==> src/rtl/layer_seq_ctrl_pkg.sv <==
// Shared types and width helpers for the layer sequencing controller.
package layer_seq_ctrl_pkg;

    typedef enum logic [2:0] {
        StIdle,
        StLoad,
        StClear,
        StRun,
        StHold,
        StErr
    } state_e;

    // Packed vector of n signed elements, each dw bits wide.
    function automatic int unsigned vec_width(input int unsigned n, input int unsigned dw);
        return n * dw;
    endfunction

    // Biases are double-width so they line up with the product accumulator.
    function automatic int unsigned bias_width(input int unsigned r, input int unsigned dw);
        return r * 2 * dw;
    endfunction

    // Each result row carries the product width plus growth for the column sum.
    function automatic int unsigned out_width(input int unsigned r, input int unsigned c,
                                              input int unsigned dw);
        return r * (2 * dw + $clog2(c));
    endfunction

    function automatic int unsigned sel_width(input int unsigned r);
        return (r > 1) ? $clog2(r) : 1;
    endfunction

    localparam int unsigned VW = vec_width(3, 4);
    localparam int unsigned WW = vec_width(3, 4);
    localparam int unsigned BW = bias_width(4, 4);
    localparam int unsigned OW = out_width(4, 3, 4);

endpackage

==> src/rtl/layer_seq_ctrl.sv <==
// Sequencer that loads weights/biases into a neural layer, runs one input
// vector through it and hands the registered result downstream.
module layer_seq_ctrl
    import layer_seq_ctrl_pkg::*;
#(
    parameter int unsigned rows        = 4,
    parameter int unsigned columns     = 3,
    parameter int unsigned max_rows    = 4,
    parameter int unsigned max_columns = 3,
    parameter int unsigned datawidth   = 4,
    parameter int unsigned TIMEOUT     = 64
) (
    input  logic                                          clk,
    input  logic                                          rst_overall,
    input  logic                                          cfg_start,
    input  logic [bias_width(max_rows, datawidth)-1:0]    cfg_bias,
    input  logic                                          cfg_valid,
    output logic                                          cfg_ready,
    input  logic [vec_width(max_columns, datawidth)-1:0]  cfg_weight,
    input  logic                                          in_valid,
    output logic                                          in_ready,
    input  logic [vec_width(columns, datawidth)-1:0]      in_values,
    output logic                                          out_valid,
    input  logic                                          out_ready,
    output logic [out_width(rows, columns, datawidth)-1:0] out_data,
    output logic [vec_width(columns, datawidth)-1:0]      lyr_values,
    output logic [sel_width(max_rows)-1:0]                lyr_row_sel,
    output logic [vec_width(max_columns, datawidth)-1:0]  lyr_weight_update,
    output logic [bias_width(max_rows, datawidth)-1:0]    lyr_bias_updates,
    output logic                                          lyr_rst_vals,
    output logic                                          lyr_en,
    output logic                                          lyr_train_en,
    input  logic [out_width(rows, columns, datawidth)-1:0] lyr_out,
    input  logic                                          lyr_done,
    output logic                                          configured,
    output logic                                          busy,
    output logic                                          err
);

    localparam int unsigned vw    = vec_width(columns, datawidth);
    localparam int unsigned bw    = bias_width(max_rows, datawidth);
    localparam int unsigned ow    = out_width(rows, columns, datawidth);
    localparam int unsigned sel_w = sel_width(max_rows);
    localparam int unsigned cnt_w = $clog2(TIMEOUT + 1);

    state_e             state_q, state_d;
    logic [sel_w-1:0]   row_cnt_q, row_cnt_d;
    logic [cnt_w-1:0]   run_cnt_q, run_cnt_d;
    logic               configured_q, configured_d;
    logic [vw-1:0]      values_q, values_d;
    logic [bw-1:0]      bias_q, bias_d;
    logic [ow-1:0]      out_q, out_d;

    // State and datapath registers with synchronous reset.
    always_ff @(posedge clk) begin
        if (rst_overall) begin
            state_q      <= StIdle;
            row_cnt_q    <= '0;
            run_cnt_q    <= '0;
            configured_q <= 1'b0;
            values_q     <= '0;
            bias_q       <= '0;
            out_q        <= '0;
        end else begin
            state_q      <= state_d;
            row_cnt_q    <= row_cnt_d;
            run_cnt_q    <= run_cnt_d;
            configured_q <= configured_d;
            values_q     <= values_d;
            bias_q       <= bias_d;
            out_q        <= out_d;
        end
    end

    // Next-state logic and per-state strobes; strobes are exclusive by state.
    always_comb begin
        state_d           = state_q;
        row_cnt_d         = row_cnt_q;
        run_cnt_d         = run_cnt_q;
        configured_d      = configured_q;
        values_d          = values_q;
        bias_d            = bias_q;
        out_d             = out_q;
        cfg_ready         = 1'b0;
        in_ready          = 1'b0;
        lyr_train_en      = 1'b0;
        lyr_en            = 1'b0;
        lyr_rst_vals      = 1'b0;
        lyr_weight_update = '0;
        unique case (state_q)
            StIdle: begin
                // cfg_start wins over a pending input
                in_ready = configured_q && !cfg_start;
                if (cfg_start) begin
                    bias_d       = cfg_bias;
                    configured_d = 1'b0;
                    row_cnt_d    = '0;
                    state_d      = StLoad;
                end else if (in_valid && configured_q) begin
                    values_d = in_values;
                    state_d  = StClear;
                end
            end
            StLoad: begin
                cfg_ready = 1'b1;
                if (cfg_valid) begin
                    lyr_train_en      = 1'b1;
                    lyr_weight_update = cfg_weight;
                    row_cnt_d         = row_cnt_q + sel_w'(1);
                    if (row_cnt_q == sel_w'(rows - 1)) begin
                        configured_d = 1'b1;
                        state_d      = StIdle;
                    end
                end
            end
            StClear: begin
                lyr_rst_vals = 1'b1;
                run_cnt_d    = '0;
                state_d      = StRun;
            end
            StRun: begin
                lyr_en = 1'b1;
                if (lyr_done) begin
                    out_d   = lyr_out;
                    state_d = StHold;
                end else if (run_cnt_q == cnt_w'(TIMEOUT - 1)) begin
                    state_d = StErr;
                end else begin
                    run_cnt_d = run_cnt_q + cnt_w'(1);
                end
            end
            StHold: begin
                if (out_ready) begin
                    state_d = StIdle;
                end
            end
            StErr: begin
                // sticky until reset
                state_d = StErr;
            end
            default: state_d = StIdle;
        endcase
    end

    // Status and registered data outputs decoded from state.
    always_comb begin
        out_valid        = (state_q == StHold);
        busy             = (state_q != StIdle);
        err              = (state_q == StErr);
        configured       = configured_q;
        out_data         = out_q;
        lyr_values       = values_q;
        lyr_bias_updates = bias_q;
        lyr_row_sel      = row_cnt_q;
    end

endmodule

==> config.mk <==
export PLATFORM = sky130hd
export DESIGN_NAME = layer_seq_ctrl
export DESIGN_NICKNAME = d
export VERILOG_FILES = /design/src/rtl/layer_seq_ctrl_pkg.sv /design/src/rtl/layer_seq_ctrl.sv
export SDC_FILE = /design/constraint.sdc
export NUM_CORES = 1
export LEC_CHECK = 0
export CORE_MARGIN = 3
export CORE_UTILIZATION = 35
export CTS_BUF_LIST = sky130_fd_sc_hd__clkbuf_8 sky130_fd_sc_hd__clkbuf_16
export CTS_CLUSTER_SIZE = 28
export DETAILED_ROUTE_END_ITERATION = 16
export GPL_TIMING_DRIVEN = 0
export PLACE_DENSITY = 0.76
export SYNTH_ARGS = -nofsm -noshare
export SYNTH_HDL_FRONTEND = slang
export SYNTH_SLANG_ARGS = --single-unit
==> constraint.sdc <==
create_clock -name clk -period 1.39 [get_ports clk]
set_input_delay 0.139 -clock clk [delete_from_list [all_inputs] [get_ports clk]]
set_output_delay 0.139 -clock clk [all_outputs]
set_load 0.1 [all_outputs]
==> summary by stage, run 1 <==
Layout
The number of fillers in the final layout is 701. The repair_antennas step left the layout with diodes totalling 0. The net count of the finished layout is 820. From synthesis to final layout, the design area changed by 97.2%. The utilization of the core after routing is 72.9%.

Of the cells placed in the final design, the portion with a size suffix greater than 1 is 49.4%.

Place
The routability congestion estimate is 0.766. Detailed placement ended at an HPWL of 9.05 mm. In this run the tool buffered the top-level ports with 209 buffer cells.

Pwr
Overall power consumption after layout is estimated at 0.00677 W. The analysis attributes to cell leakage a power of 2.99 nW. The power density over the cells is 924 nW/µm². IR analysis of the VDD net gives a maximum drop of 0.528 mV.

Synthesis
The most used flip-flop cell after synthesis is sky130_fd_sc_hd__dfxtp_1. The flip-flop and latch count after synthesis is 97. The number of synthesis warnings is 0. After synthesis, the share of flip-flops with an asynchronous set or reset is 0%.

After synthesis, the netlist uses 40 different library cells. By instance count, the leading cell after synthesis is sky130_fd_sc_hd__nand2_1. In this run the mean area of a mapped cell was 8.18 µm². In this run the biggest area consumer among cell types represents 52.3% of the synthesized area. Ranked by total cell area, the synthesized netlist is headed by sky130_fd_sc_hd__dfxtp_1, sky130_fd_sc_hd__nand2_1, sky130_fd_sc_hd__a21oi_1. The number of enable flip-flop cells after synthesis is 0. The number of nets handed over by synthesis was 559. The largest total area in the synthesized netlist belongs to sky130_fd_sc_hd__dfxtp_1. The sequential cell area fraction in the yosys report is 52.3%. The commonest cells after synthesis are sky130_fd_sc_hd__nand2_1, sky130_fd_sc_hd__dfxtp_1, sky130_fd_sc_hd__a21oi_1. The summed instance area of the synthesized netlist is 3710 µm².

The cell count after synthesis is 454.

Global route
Global routing finished with a remaining overflow of 0. Global routing consumed, over all layers together, 20.8% of the routing resources. The via count of the first global-routing pass is 4,009. The wire length of the first global-routing pass is 19.5 mm. The pin count of the biggest net entering global routing is 18.

The initial antenna violation count is 0.

Floorplan
The area of the core region is 10,000 µm². The x dimension of the die is 109 µm. For this configuration, the core starts out at a cell density of 37.0%. The floorplan step set the die height to 109 µm.

210 I/O pins were placed. The floorplan step defined a die boundary enclosing 11,900 µm². In this run the core area contains 36 standard-cell rows.

Setup path
The category of the worst setup path launch point is a flop. The worst register-to-register path ends at lyr_row_sel[0]$_SDFFE_PP0P_. Measured in cells, the most critical reg-to-reg path has a length of 9.

The critical register-to-register path startpoint is state_q[2]$_SDFFE_PP0P_. The worst setup path is of the flop to primary output kind. The register-to-register setup slack is -250 ps.

The critical path arrival is 1660 ps. The largest fanout on the critical path is 5. The worst setup path is captured at a primary output. The required time of the critical path is 1250 ps.

Timing
In this run the tightest slew margin relative to its limit is 55.2%. The shortest clock period the worst path allows after layout is 1800 ps. The final-report max-slew violation count was 0. The final hold violation count is 0.

The maximum achievable frequency is 556 MHz. The maximum clock skew at final layout is 18.8 ps. The number of failing setup endpoints in the final timing report is 106. Once routing completed, OpenROAD measured the worst setup slack at -410 ps.

At the pin with the least slew margin, the transition time is 673 ps. Setup repair after global routing could not meet its margin everywhere. The final critical path takes up 129% of the cycle.

Drt
Summing over every cut layer, the via total after detailed routing is 4,165. Before antenna repair, the detailed router went through 4 iterations. The final layout contains routed wiring with a total length of 14.1 mm.

The total DRC errors in the routed layout is 0. The number of nets with antenna violations after routing is 0. The average wire per standard cell is 16.5 µm. The DRC violation total after the first TritonRoute iteration is 193.

The average vias per placed instance is 4.88.

Clock tree
The clock sink count is 97. Clock-pin slew was measured on the worst setup and hold paths at 110 ps. TritonCTS built the clock tree. The H-tree level count is 3. The number of buffers on the longest clock path is 2. The clock insertion delay at the later pin of the skew report is 370 ps. The CTS buffer count is 9. CTS placed an instance of sky130_fd_sc_hd__clkbuf_8 at the clock tree root.

Flow run
Max-cap violations in this run came to 0.

Outcome
The checks that failed: setup timing. The flow ran to the end, but the final reports show violations.

Worst hold path
The number of stages on the worst hold path is 3. The worst hold path begins at lyr_out[12]. For hold timing, the worst endpoint is out_data[12]$_SDFFE_PP0P_. The tightest min-delay check is of the primary input to flop type.
state kept, by name, summed over array words and instances (netlist names):
name and flops:
out_data 40, lyr_bias_updates 32, lyr_values 12, run_cnt_q 7
state_q 3, lyr_row_sel 2, configured 1
worst max path at each step:
stage | from | to | slack, ps
4_1_cts | state_q[2]$_SDFFE_PP0P_ | lyr_weight_update[6] | -410
6_report | state_q[2]$_SDFFE_PP0P_ | lyr_weight_update[10] | -410
2_1_floorplan | state_q[2]$_SDFFE_PP0P_ | in_ready | -810
3_5_place_dp | cfg_valid | lyr_weight_update[8] | -1330
3_3_place_gp | cfg_valid | lyr_weight_update[10] | -1310
5_1_grt | state_q[2]$_SDFFE_PP0P_ | lyr_weight_update[10] | -460
kinds of logic (layout without fill, tap and decap cells):
kind of cell	after synthesis	in the layout	synth area share, %
buf+inv	35	301	4.61
fa+ha+maj	2	2	0.674
flops	97	97	52.3
compound gates	94	94	13.7
mux	14	14	3.81
simple gates	212	212	25.0
through the flow:
step                std cells  area, µm²  hold slack (ps)  setup TNS, ps  setup slack, ps
floorplan                 454       3840              275          -2740             -806
global placement          796       6100              442         -81540            -1310
detailed placement        796       6100              446         -84540            -1330
CTS                       839       6530              279         -11170             -408
global route              853       7320              311         -24300             -459
finish                    853       7320              312         -16550             -410
layer usage:
layer	vias up	wire [µm]	GRT usage (%)	part of all wire [%]
met5	-	0	0	0
met4	0	279	7.12	2.0
met3	25	1200	6.28	8.6
met2	166	7330	37.5	52
met1	1947	5250	23.1	37
li1	2027	-	-	-
cell usage in the layout, fill, tap and decap left out, types with 5 or more instances in the layout:
cell type / netlist / routed
sky130_fd_sc_hd__buf_2: 8 / 81
sky130_fd_sc_hd__buf_4: 2 / 14
sky130_fd_sc_hd__buf_6: 3 / 30
sky130_fd_sc_hd__a21oi_2: 0 / 63
sky130_fd_sc_hd__a21oi_1: 78 / 15
sky130_fd_sc_hd__nand2_2: 0 / 22
sky130_fd_sc_hd__clkbuf_1: 18 / 6
sky130_fd_sc_hd__and2_4: 0 / 14
sky130_fd_sc_hd__nor2_1: 23 / 18
sky130_fd_sc_hd__nand2_1: 149 / 100
sky130_fd_sc_hd__clkbuf_2: 0 / 6
sky130_fd_sc_hd__clkbuf_4: 0 / 9
sky130_fd_sc_hd__buf_12: 0 / 26
sky130_fd_sc_hd__clkbuf_8: 0 / 10
sky130_fd_sc_hd__mux2i_1: 13 / 13
sky130_fd_sc_hd__dfxtp_1: 97 / 89
sky130_fd_sc_hd__nor2_4: 0 / 5
sky130_fd_sc_hd__nand2_4: 0 / 27
sky130_fd_sc_hd__clkdlybuf4s50_1: 0 / 102
where the power goes:
part / leakage, nW / switching, W / internal (W)
Clock: 0.0955 / 0.00105 / 0.000725
Combinational: 2.10 / 0.00130 / 0.000782
Sequential: 0.791 / 0.0000540 / 0.00286
worst max-delay path, cell delays in order, from the launching register on:
cell                        delay (ps)
sky130_fd_sc_hd__dfxtp_2           330
sky130_fd_sc_hd__buf_6             120
sky130_fd_sc_hd__and4bb_4          380
sky130_fd_sc_hd__clkbuf_16         160
sky130_fd_sc_hd__and2_4            150
sky130_fd_sc_hd__buf_12            170
timing repair:
action                                  CTS  global route
setup buffers                            27            13
gates cloned                              5             5
endpoints found under the setup margin  203           119
pin swaps                                47            87
gates resized for setup                 691           197
hold buffers                              0             0
layout make-up:
type | instances | area [µm²] | share of cell area (%)
Inverter | 3 | 23.8 | 0.325
Buffer | 28 | 262 | 3.57
Timing Repair Buffer | 254 | 2410 | 32.9
Multi-Input combinational cell | 322 | 2320 | 31.6
Sequential cell | 97 | 1960 | 26.8
Tap cell | 133 | 166 | 2.27
Clock inverter | 6 | 47.5 | 0.649
Clock buffer | 10 | 138 | 1.88
Note: power is estimated with default switching activity, not from simulation.
==> inputs of run 2 (changes only) <==
--- a/config.mk
+++ b/config.mk
@@ -5,8 +5,10 @@
 export SDC_FILE = /design/constraint.sdc
 export NUM_CORES = 1
 export LEC_CHECK = 0
+export CELL_PAD_IN_SITES_DETAIL_PLACEMENT = 0
+export CELL_PAD_IN_SITES_GLOBAL_PLACEMENT = 1
 export CORE_MARGIN = 3
-export CORE_UTILIZATION = 35
+export CORE_UTILIZATION = 24
 export CTS_BUF_LIST = sky130_fd_sc_hd__clkbuf_8 sky130_fd_sc_hd__clkbuf_16
 export CTS_CLUSTER_SIZE = 28
 export DETAILED_ROUTE_END_ITERATION = 16
==> run 2 against run 1 <==
Effect of this change: the flow still finishes with violations (setup timing); power up 12%; non-clock buffer count shrank 7; clock-buffer cell count stayed put; first-iteration DRC count shrank 32%.
==> summary by stage, run 2 (synthesis results as in run 1) <==
Outcome
The flow ran to the end, but the final reports show violations. The checks that failed: setup timing.

Layout
The number of nets at the end of the flow is 813 (-0.85%). The fraction of final layout cells with drive strength greater than 1 is 47.3% (-2.2 points). The multi-input logic area is 2320 µm² (+0.32%).

The post-synthesis to final-layout area growth is 100%. The total inserted antenna cells is 0 (unchanged). The most frequent standard cell in the layout excluding fill and tap cells is sky130_fd_sc_hd__nand2_1.

The flip-flop count of the largest register after layout is 40 (unchanged). The area taken by flip-flops and latches is 1970 µm² (+0.38%). Leaving out fill and tap cells, the most frequent cells in the layout are sky130_fd_sc_hd__nand2_1, sky130_fd_sc_hd__clkdlybuf4s50_1, sky130_fd_sc_hd__buf_2, sky130_fd_sc_hd__dfxtp_1, sky130_fd_sc_hd__a21oi_2. The number of fillers in the final layout is 1,372 (+96%). The utilization of the core after routing is 50.2% (-23 points).

Timing
The final hold violation count is 0 (unchanged). Setup repair after global routing could not meet its margin everywhere. The number of failing setup endpoints in the final timing report is 113 (+6.6%). The final-report max-slew violation count is 0 (unchanged). The worst slew slack as a fraction of its limit is 66.1% (+11 points). The post-route clock period utilization is 128% (-1.6 points). The transition time at the pin with the least slew margin is 513 ps (-160 ps). The post-route setup TNS is -9260 ps (+7300 ps). The final setup slack of the worst path was -388 ps (+22.1 ps). The tightest hold margin is 338 ps (+25.8 ps). The maximum clock skew at final layout came to 10.2 ps (-8.53 ps). The maximum achievable frequency was 563 MHz (+1.2%). The shortest clock period the worst path allows after layout was 1780 ps (-22.1 ps).

Place
The routability congestion estimate is 0.798 (+4.2%). The detailed placer's ending HPWL is 9.55 mm (+5.5%). The number of I/O port buffers is 209 (unchanged).

Pwr
The clock network power share is 34.6% (+8.3 points). The internal power is 0.00513 W (+17%). The power density over the cells is 1020 nW/µm² (+10%). The largest voltage drop on the vdd net is 0.559 mV (+6.0%). The leakage power figure is 3.03 nW (+1.5%). The sequential cell fraction of total power came to 38.6% (-4.4 points). The combinational fraction of design power is 26.8% (-3.9 points). The share of total power consumed by net switching was 32.1% (-3.4 points). The net switching power of the design is 0.00243 W (+0.96%).

Drt
The total DRC errors in the routed layout is 0 (unchanged). The average wire per standard cell is 15.7 µm (-5.0%). The number of detailed-route iterations in the first pass is 4 (unchanged). The routed wire length is 14.0 mm (-0.12%). The average vias per placed instance came to 4.60 (-5.9%).

The DRC violation total after the first TritonRoute iteration is 132 (-32%). The number of nets with antenna violations after routing is 0 (unchanged). The number of vias in the routed layout is 4,123 (-1.0%).

Clock tree
TritonCTS built the clock tree. The post-cts hold buffer count came to 0 (unchanged). The H-tree level count came to 3 (unchanged). The CTS buffer count is 9 (unchanged). The number of buffers on the longest clock path is 2 (unchanged). The clock-pin transition on the worst setup and hold timing paths is 80 ps (-30 ps). The clock sink count is 97 (unchanged).

CTS placed an instance of sky130_fd_sc_hd__clkbuf_16 at the clock tree root. The clock insertion delay at the later pin of the skew report is 350 ps (-20 ps).

Worst hold path
The startpoint identified for the worst hold timing path is cfg_bias[22]. The path with the worst hold slack has its endpoint at lyr_bias_updates[22]$_SDFFE_PP0P_. The number of stages on the worst hold path was 3 (unchanged). In this run the worst hold path is classified as primary input to flop.

Floorplan
The starting density of the core is 25.1% (-12 points). The x dimension of the die is 130 µm (+20%). The die outline height is 130 µm (+20%). The area of the core region was 14,800 µm² (+47%). The number of standard-cell rows in the floorplan was 44 (+22%).

The I/O pin total is 210 (unchanged). The area enclosed by the die boundary is 17,000 µm² (+43%).

Setup path
The critical path in this run is classified as flop to primary output. STA classifies the critical path startpoint as a flop. STA classifies the critical path endpoint as a primary output. The end of the worst register-to-register path is run_cnt_q[3]$_SDFFE_PP0P_.

The register-to-register setup slack is -110 ps (+140 ps). The largest fanout on the critical path is 5 (unchanged). The required time of the critical path came to 1250 ps (about the same). The critical path arrival is 1640 ps (-20 ps). The number of cells on the worst reg-to-reg path is 6 (-3).

The critical register-to-register path startpoint is run_cnt_q[0]$_SDFFE_PP0P_. The start point of the critical path is state_q[2]$_SDFFE_PP0P_.

Flow run
The count of maximum capacitance violations came to 0 (unchanged).

Global route
The via count of the first global-routing pass is 4,029 (+0.50%). The wire length of the first global-routing pass is 19.6 mm (+0.28%). The overall fraction of global-route tracks in use was 14.5% (-6.3 points). The pin count of the biggest net entering global routing was 17 (-1). The initial antenna violation count is 0 (unchanged). The sum of overflow across all layers after global routing is 0 (unchanged).
## run 2: cell types whose count changed in the layout (fill, tap and decap cells not counted), sizes merged
cell / delta
inv: -1
clkinvlp: -1
clkinv: +1
bufinv: +1
clkbuf: -6
clkdlybuf4s18: +1
buf: -2
## run 2: power by group through the flow
stage          Combinational [W]  Sequential (W)  Clock (W)
3_3_place_gp             0.00171         0.00297          0
5_1_grt                  0.00211         0.00293    0.00281
6_report                 0.00203         0.00292    0.00261
3_5_place_dp             0.00173         0.00297          0
2_1_floorplan           0.000551         0.00353          0
4_1_cts                  0.00189         0.00291    0.00269
## run 2: worst max-delay path by stage
stage	slack, ps	to	cells past startpoint
floorplan	-810	in_ready	4
global placement	-1240	lyr_weight_update[2]	5
detailed placement	-1270	lyr_weight_update[5]	5
CTS	-410	lyr_weight_update[10]	5
global route	-450	lyr_weight_update[2]	5
finish	-390	lyr_weight_update[2]	5
## run 2: metrics by stage
step / power (W) / setup WS (ps) / instance area, µm² / cells
floorplan: 0.00409 / -806 / 3840 / 454
global placement: 0.00468 / -1240 / 6160 / 847
detailed placement: 0.00470 / -1270 / 6160 / 847
CTS: 0.00749 / -409 / 6900 / 882
global route: 0.00785 / -448 / 7430 / 897
finish: 0.00756 / -388 / 7430 / 897
## run 2: per-layer routing
| metal | vias up | part of all wire, % | global-route usage (%) |
|---|---|---|---|
| li1 | 2008 | - | - |
| met1 | 1938 | 40 | 16.3 |
| met2 | 158 | 51 | 25.8 |
| met3 | 19 | 7.4 | 4.88 |
| met4 | 0 | 1.4 | 4.78 |
| met5 | - | 0 | 0 |
## run 2: critical path, stage by stage (launching register included)
cell                       delay, ps
sky130_fd_sc_hd__dfxtp_2         330
sky130_fd_sc_hd__buf_6           120
sky130_fd_sc_hd__and4bb_4        360
sky130_fd_sc_hd__clkbuf_8        160
sky130_fd_sc_hd__and2_4          150
sky130_fd_sc_hd__buf_12          160
## run 2: timing repair
action	4_1_cts	5_1_grt
setup buffers	19	12
setup endpoints to repair	203	177
pin swaps	32	91
cloned	2	8
resized for setup	607	252
## run 2: cell type report
| class | instances | share of cell area (%) |
|---|---|---|
| plain buffers | 28 | 3.69 |
| clock buffers | 10 | 3.37 |
| clock inverters | 6 | 0.875 |
| inverters | 3 | 0.219 |
| multi-input cells | 322 | 31.3 |
| flip-flops and latches | 97 | 26.5 |
| well taps | 184 | 3.10 |
| repair buffers | 247 | 31.0 |
